$ cat config.mk
export PLATFORM = sky130hd
export DESIGN_NAME = out_pkg_dispatch
export DESIGN_NICKNAME = d
export VERILOG_FILES = /design/src/rtl/winocnn_out_pkg.sv /design/src/rtl/out_pkg_fifo.sv /design/src/rtl/out_pkg_dispatch.sv
export SDC_FILE = /design/constraint.sdc
export NUM_CORES = 2
export LEC_CHECK = 0
export ABC_AREA = 1
export CAP_MARGIN = 20
export CELL_PAD_IN_SITES_DETAIL_PLACEMENT = 1
export CELL_PAD_IN_SITES_GLOBAL_PLACEMENT = 2
export CORE_MARGIN = 2
export CORE_UTILIZATION = 35
export DETAILED_ROUTE_END_ITERATION = 7
export PLACE_DENSITY_LB_ADDON = 0.3
export SYNTH_ARGS = -nofsm -noshare
export SYNTH_HDL_FRONTEND = slang
export SYNTH_SLANG_ARGS = --single-unit
$ cat constraint.sdc
create_clock -name clk -period 58.5 [get_ports clk]
set_input_delay 17.55 -clock clk [delete_from_list [all_inputs] [get_ports clk]]
set_output_delay 17.55 -clock clk [all_outputs]
set_load 0.1 [all_outputs]
$ cat src/rtl/winocnn_out_pkg.sv
// winocnn_out_pkg: shared widths, package record and dispatcher state encoding.
package winocnn_out_pkg;
  localparam int OUT_ADDR_W = 8;
  localparam int OUT_DATA_W = 512;
  typedef struct packed {
    logic [OUT_ADDR_W-1:0] addr;
    logic [OUT_DATA_W-1:0] data;
  } out_pkg_t;
  typedef enum logic [1:0] {IDLE, RUN, DRAIN, DONE} disp_state_t;
endpackage

$ cat src/rtl/out_pkg_fifo.sv
// out_pkg_fifo: circular buffer with one push and a pop of 0, 1 or 2 entries per cycle.
module out_pkg_fifo
  import winocnn_out_pkg::*;
#(
  parameter int DEPTH = 4,
  localparam int PW = $clog2(DEPTH)
) (
  input  logic          clk,
  input  logic          reset,
  input  logic          push,
  input  out_pkg_t      push_pkg,
  input  logic [1:0]    pop,
  output out_pkg_t      head0,
  output out_pkg_t      head1,
  output logic [PW:0]   count
);
  out_pkg_t mem [DEPTH];
  logic [PW-1:0] rd, wr;
  assign head0 = mem[rd];
  assign head1 = mem[rd + PW'(1)];
  always_ff @(posedge clk or posedge reset)
    if (reset) begin
      rd <= '0;
      wr <= '0;
      count <= '0;
    end else begin
      if (push) wr <= wr + PW'(1);
      rd <= rd + PW'(pop);
      count <= count + (PW+1)'(push) - (PW+1)'(pop);
    end
  // storage needs no reset; only entries below count are ever read out
  always_ff @(posedge clk)
    if (push) mem[wr] <= push_pkg;
endmodule

$ cat src/rtl/out_pkg_dispatch.sv
// out_pkg_dispatch: buffers output-transform packages and issues up to two per cycle
// onto the dual-port output memory, splitting same-address pairs and draining at layer end.
module out_pkg_dispatch
  import winocnn_out_pkg::*;
#(
  parameter int ADDR_W = OUT_ADDR_W,
  parameter int DATA_W = OUT_DATA_W,
  parameter int FIFO_DEPTH = 4,
  parameter int CNT_W = 16
) (
  input  logic              clk,
  input  logic              reset,
  input  logic              in_valid,
  output logic              in_ready,
  input  logic [ADDR_W-1:0] in_addr,
  input  logic [DATA_W-1:0] in_data,
  input  logic              mem_stall,
  input  logic              flush,
  output logic              busy,
  output logic              done,
  output logic [CNT_W-1:0]  pkg_count,
  output logic [ADDR_W-1:0] addr_1_out,
  output logic [DATA_W-1:0] data_1_out,
  output logic              package_1_valid_out,
  output logic [ADDR_W-1:0] addr_2_out,
  output logic [DATA_W-1:0] data_2_out,
  output logic              package_2_valid_out
);
  localparam int PW = $clog2(FIFO_DEPTH);
  disp_state_t state;
  out_pkg_t in_pkg, h0, h1;
  logic [PW:0] count;
  logic [1:0] pop;
  logic accept, active, issue1, issue2;
  logic [CNT_W:0] cnt_sum;
  assign in_pkg = '{addr: in_addr, data: in_data};
  assign in_ready = (count < (PW+1)'(FIFO_DEPTH)) && (state == IDLE || state == RUN);
  assign accept = in_valid && in_ready;
  assign busy = state == RUN || state == DRAIN;
  assign done = state == DONE;
  assign active = busy && !mem_stall;
  assign issue1 = active && count != '0;
  assign issue2 = issue1 && count >= (PW+1)'(2) && h0.addr != h1.addr;
  assign pop = {issue2, issue1 && !issue2};
  assign cnt_sum = {1'b0, pkg_count} + (CNT_W+1)'(issue1) + (CNT_W+1)'(issue2);

  out_pkg_fifo #(.DEPTH(FIFO_DEPTH)) u_fifo (
    .clk(clk), .reset(reset), .push(accept), .push_pkg(in_pkg),
    .pop(pop), .head0(h0), .head1(h1), .count(count)
  );

  always_ff @(posedge clk or posedge reset)
    if (reset) begin
      state <= IDLE;
      pkg_count <= '0;
      addr_1_out <= '0;
      data_1_out <= '0;
      package_1_valid_out <= 1'b0;
      addr_2_out <= '0;
      data_2_out <= '0;
      package_2_valid_out <= 1'b0;
    end else begin
      case (state)
        IDLE:  state <= accept ? (flush ? DRAIN : RUN) : (flush ? DONE : IDLE);
        RUN:   state <= flush ? DRAIN : RUN;
        DRAIN: state <= count == '0 ? DONE : DRAIN;
        DONE:  state <= IDLE;
        default: state <= IDLE;
      endcase
      // nothing is issued in IDLE, so clearing on the start beat loses no count
      pkg_count <= (state == IDLE && accept) ? '0 : cnt_sum[CNT_W] ? '1 : cnt_sum[CNT_W-1:0];
      package_1_valid_out <= issue1;
      package_2_valid_out <= issue2;
      if (issue1) begin
        addr_1_out <= h0.addr;
        data_1_out <= h0.data;
      end
      if (issue2) begin
        addr_2_out <= h1.addr;
        data_2_out <= h1.data;
      end
    end
endmodule

# Word level (Yosys, flattened, before mapping)
# Memory sizes are Yosys's and may differ from the RTL's.
# Cells that the tools add are included.
# word_totals
register_bits	1067
latch_bits	0
romBits	0
inputBits	525
memories	1
ram_bits	2080
elab_cells	49
# memory_table
memory	words	width	read_ports	rd_ports_with_merged_regs	write_ports	line	rtl
u_fifo.mem	4	520	2	0	1	out_pkg_fifo.sv:17	out_pkg_t mem [DEPTH];
# op_classes
n_mux	9
add_sub_neg	7
n_div	0
eq_ne	4
shifts	0
multipliers	0
n_bitwise	0
magnitude_cmp	2
n_reduce_logical	15
# ops
op	count
$mux W16	2
$add A16 B1 Y17	1
$add A17 B1 Y17	1
$logic_and A1 B1 Y1	8
$ne A8 B8 Y1	1
$pmux W2 S4	1
$mux W2	3
$add A2 B1 Y2 const B	2
$eq A2 B2 Y1 const B	2
$add A3 B1 Y3	1
$ge A3 B2 Y1 const B	1
$logic_not A3 Y1	1
$lt A3 B3 Y1 const B	1
$mux W1	3
$reduce_bool A3 Y1	1
$sub A3 B2 Y3	1
$add A2 B2 Y2	1
$eq A2 B1 Y1 const B	1
$logic_not A1 Y1	2
$logic_not A2 Y1	1
$logic_or A1 B1 Y1	2

# Logic depth before layout (Yosys ltp)
# depth
word_depth	9
ltp_mapped	25
mapped_depth_nobuf	22

# By module
# A second synthesis with hierarchy kept.
# unflattened
cells_unflattened	17858
area_unflattened_um2	147627.8
# modules_own_cells
mod	area_each_um2	cells_each	instances
out_pkg_fifo	106631.0	13227	1
out_pkg_dispatch	40996.8	4631	1

# Least setup slack after synthesis
# No wires, ideal clock.
# synth_timing
kind	input -> register
from	input in_valid
to	memory u_fifo.mem[0][0] in the netlist's numbering, enable pin
required_ns	57.089
setup_slack_ns	17.695
cell_stages	2
arrival_time_ns	39.394
setup_time_ns	1.411
path_buffers	0
path_cell_list	nand2_1 > nor2_1
# synth_between
elab_chain_cells	3
# synth_rtl
element	line	rtl
start: declaration	out_pkg_dispatch.sv:13	input logic in_valid,
$logic_and A1 B1 Y1	out_pkg_dispatch.sv:38	assign accept = in_valid && in_ready;
$mux W1	out_pkg_fifo.sv:33	if (push) mem[wr] <= push_pkg;
$mux W1 (not written as such)	out_pkg_fifo.sv:33	
end: declaration	out_pkg_fifo.sv:17	
# No other way between the ends.

# Worst setup path in the final report
# layout_timing
from	input mem_stall
to	register data_2_out[318]
# layout_between
elab_chain_cells	5
# layout_rtl
element	line	rtl
start: declaration	out_pkg_dispatch.sv:17	input logic mem_stall,
$logic_not A1 Y1	out_pkg_dispatch.sv:41	assign active = busy && !mem_stall;
$logic_and A1 B1 Y1	out_pkg_dispatch.sv:41	
$logic_and A1 B1 Y1	out_pkg_dispatch.sv:42	assign issue1 = active && count != '0;
$logic_and A1 B1 Y1 (2 in series)	out_pkg_dispatch.sv:43	assign issue2 = issue1 && count >= (PW+1)'(2) && h0.addr != h1.addr;
end signal: assignment	out_pkg_dispatch.sv:80	data_2_out <= h1.data;
end: declaration	out_pkg_dispatch.sv:26	output logic [DATA_W-1:0] data_2_out,
# No other way between the ends.
# A chain may end at the register's enable or synchronous reset.

==> summary.txt <==
Clock sink count -> 3147
Rel. slew slack -> 18.2%
Cell mode on critical path -> buf_4
Row count -> 225
Max stage delay on crit path -> 810 ps
CP arrival -> 22730 ps
CP max FO -> 67
Die Width -> 619 um
CTS tree -> built
R2R Setup Slk -> 50060 ps
WP data required -> 59310 ps
CP max stage cell -> buf_4
Yosys cell types -> 36
Met3 WL -> 30200 um
Core area -> 376000 um^2
Worst-skew pair later-pin latency -> 940 ps
Max Slew Vio Count -> 0
CTS Buffer Depth -> 4
CTS Hold Bufs -> 0
Async S/R FF share, synth -> 33.9%
RePlAce Congestion -> 0.859
Cell Chain, Critical Path -> clkdlybuf4s50_1 -> nor3_2 -> buf_4 -> inv_8 -> nor2_4 -> nand2_8 -> buf_4 -> buf_4 -> buf_4 -> buf_4 -> nand2_1 -> nand2_1
Critical Path Source -> mem_stall
Detail Route met2 WL -> 254000 um
Placed inst area -> 153000 um^2
Mapped Cells -> 11700
FMAX -> 0.0456 GHz
IO Count -> 1586
Post-CTS setup buffer count -> 0
Via/cell ratio -> 5.57
Max cap viols -> 0
Top FF cell, synth -> edfxtp_1
Largest net degree at the start of global routing -> 191
Final setup violating endpoints -> 0
Final min period -> 21930 ps
Detail Route Antenna Nets -> 0
Hold path depth -> 2
Initial antenna violation count -> 181
End of the critical path -> data_2_out[318]
Reg-to-Reg Start -> u_fifo.rd[0]
Syn. warnings -> 0
CTS root buf -> clkbuf_16
#FFs+latches synth -> 3147
R2R Path End -> data_2_out[318]
CTS HTree Levels -> 5
Core Util, Final -> 43.8%
Layout cell share with drive strength beyond 1 -> 6.18%
DRC viols -> 0
Least-Margin Pin Slew -> 1230 ps
Metal1 wirelength -> 204000 um
Synth-to-layout area growth -> 24.4%
Syn_nets -> 12200
WL final -> 523000 um
RSZ-0062 raised after global routing -> false
Hold crit path type -> flop to flop
Post-synthesis sequential area ratio -> 67.3%
Global-route wire length before repair -> 748000 um
Initial core utilization -> 35.2%
Post-DP HPWL -> 329000 um
Final worst-path cycle share -> 37.5%
Synthesized area -> 132000 um^2
Final instance area -> 165000 um^2
Syn_area_per_cell -> 11.4 um^2
CP Launch Type -> input pin
Nets -> 13400
Top sig layer -> met5
Layout Cells excl Fill -> 18300
Placed insts -> 17500
Post-DR wirelength/cell -> 28.7 um
Total CTS buffers -> 356
Crit. End Element -> flop
First-pass detailed-route iteration total -> 6
Gates resized, CTS repair -> 0
EDFF count, synth -> 2080
Clock Pin Slew Worst Setup and Hold Paths -> 60 ps
Reg2Reg Depth -> 19
I/O Buffers -> 1585
Run status -> complete, no violations
Critical path class -> input pin to flop
Final setup TNS -> 0 ps
Die Y -> 619 um
Die area -> 383000 um^2
Clock Skew -> 66.5 ps
DR iter-0 viols -> 7345
Vias in the first global route -> 106000
GRT overflow -> 0
Vias -> 102000
Final hold vios -> 0
All-Layer GR Usage -> 26.4%
==> routing by layer <==
metal,global-route usage [%],vias to the layer above
met5,0,-
met4,16.6,78
met3,4.58,1032
met2,43.9,3242
met1,31.7,52900
li1,-,44500
==> state kept, by name (all words and copies together) (netlist names) <==
name                 flops
u_fifo.mem            2080
data_1_out             512
data_2_out             512
pkg_count               16
addr_1_out               8
addr_2_out               8
u_fifo.count             3
state                    2
u_fifo.rd                2
u_fifo.wr                2
package_1_valid_out      1
package_2_valid_out      1
==> through the flow <==
step           hold WS [ps]  worst slack [ps]
6_report                467             36570
5_1_grt                 493             36390
4_1_cts                 473             36630
3_5_place_dp            458             35660
3_3_place_gp            455             35720
2_1_floorplan           464             10910
==> logic make-up after synthesis <==
family | count (synthesis) | synth area share, %
AO/OA/AOI/OAI | 2523 | 11.8
XOR/XNOR | 12 | 0.0793
adder cells (fa/ha/maj) | 15 | 0.153
buffers and inverters | 1405 | 4.26
flip-flops | 3147 | 67.3
multiplexers | 512 | 3.87
AND/OR/NAND/NOR | 4050 | 12.5
==> worst min path at each step <==
stage                          from              end  slack (ps)
floorplan           u_fifo.count[2]  u_fifo.count[2]         460
global placement    data_2_out[365]  data_2_out[365]         450
detailed placement  data_2_out[102]  data_2_out[102]         460
CTS                 data_2_out[102]  data_2_out[102]         470
global route        data_2_out[385]  data_2_out[385]         490
finish              data_2_out[365]  data_2_out[365]         470
==> synth_stat cells (3+ instances only) <==
library cell  instances  area, um^2
a21oi_1             893        4470
buf_1                78         293
buf_2               178         891
buf_4                25         188
buf_6                 6        67.6
clkbuf_1            636        2390
dfrtp_1            1067       26700
edfxtp_1           2080       62500
ha_1                 13         163
inv_1               479        1800
mux2i_1             512        5120
nand2_1            2807       10500
nand2_4               3        33.8
nand3_1            1066        5340
nand4_1               4        25.0
nor2_1              158         593
nor3_1                6        30.0
o211ai_1             74         556
o21ai_0             599        3000
o221ai_1            440        3850
o22ai_1              72         450
o31ai_1             440        3300
xnor2_1               3        26.3
xor2_1                9        78.8
==> worst max-delay path, delay by kind of cell <==
kind / cells / cell delay (ps)
buffers and inverters: 7 / 4130
AND/OR/NAND/NOR: 5 / 700
==> placed cells by master, fill, tap and decap left out, types with 5 or more instances in the layout <==
master,instances
clkbuf_8,47
buf_4,217
nor2_1,153
clkdlybuf4s50_1,1493
clkbuf_1,91
o221ai_1,440
buf_12,45
clkinv_8,5
bufinv_16,26
inv_6,7
clkinv_16,6
dfrtp_1,1065
a21oi_1,893
clkbuf_16,366
o21ai_0,599
nand3_1,1066
o211ai_1,74
edfxtp_1,2080
clkinv_2,51
o31ai_1,440
nor2_4,6
nor3_1,5
mux2i_1,512
xor2_1,9
clkinv_1,53
o22ai_1,72
inv_1,478
nand2_1,2807
ha_1,13
clkinvlp_4,11
inv_16,7
diode_2,99
==> final cells by class <==
| cell class | instances | area (um^2) |
|---|---|---|
| diodes | 99 | 248 |
| clock buffers | 504 | 10100 |
| clock inverters | 167 | 1770 |
| fillers | 40000 | 211000 |
| inverters | 482 | 1860 |
| multi-input cells | 7112 | 37800 |
| flip-flops and latches | 3147 | 89200 |
| well taps | 4994 | 6250 |
| repair buffers | 1760 | 17600 |
Power is not shown: default switching activity piles up to over one toggle a cycle in this logic, so the estimate is an artifact.
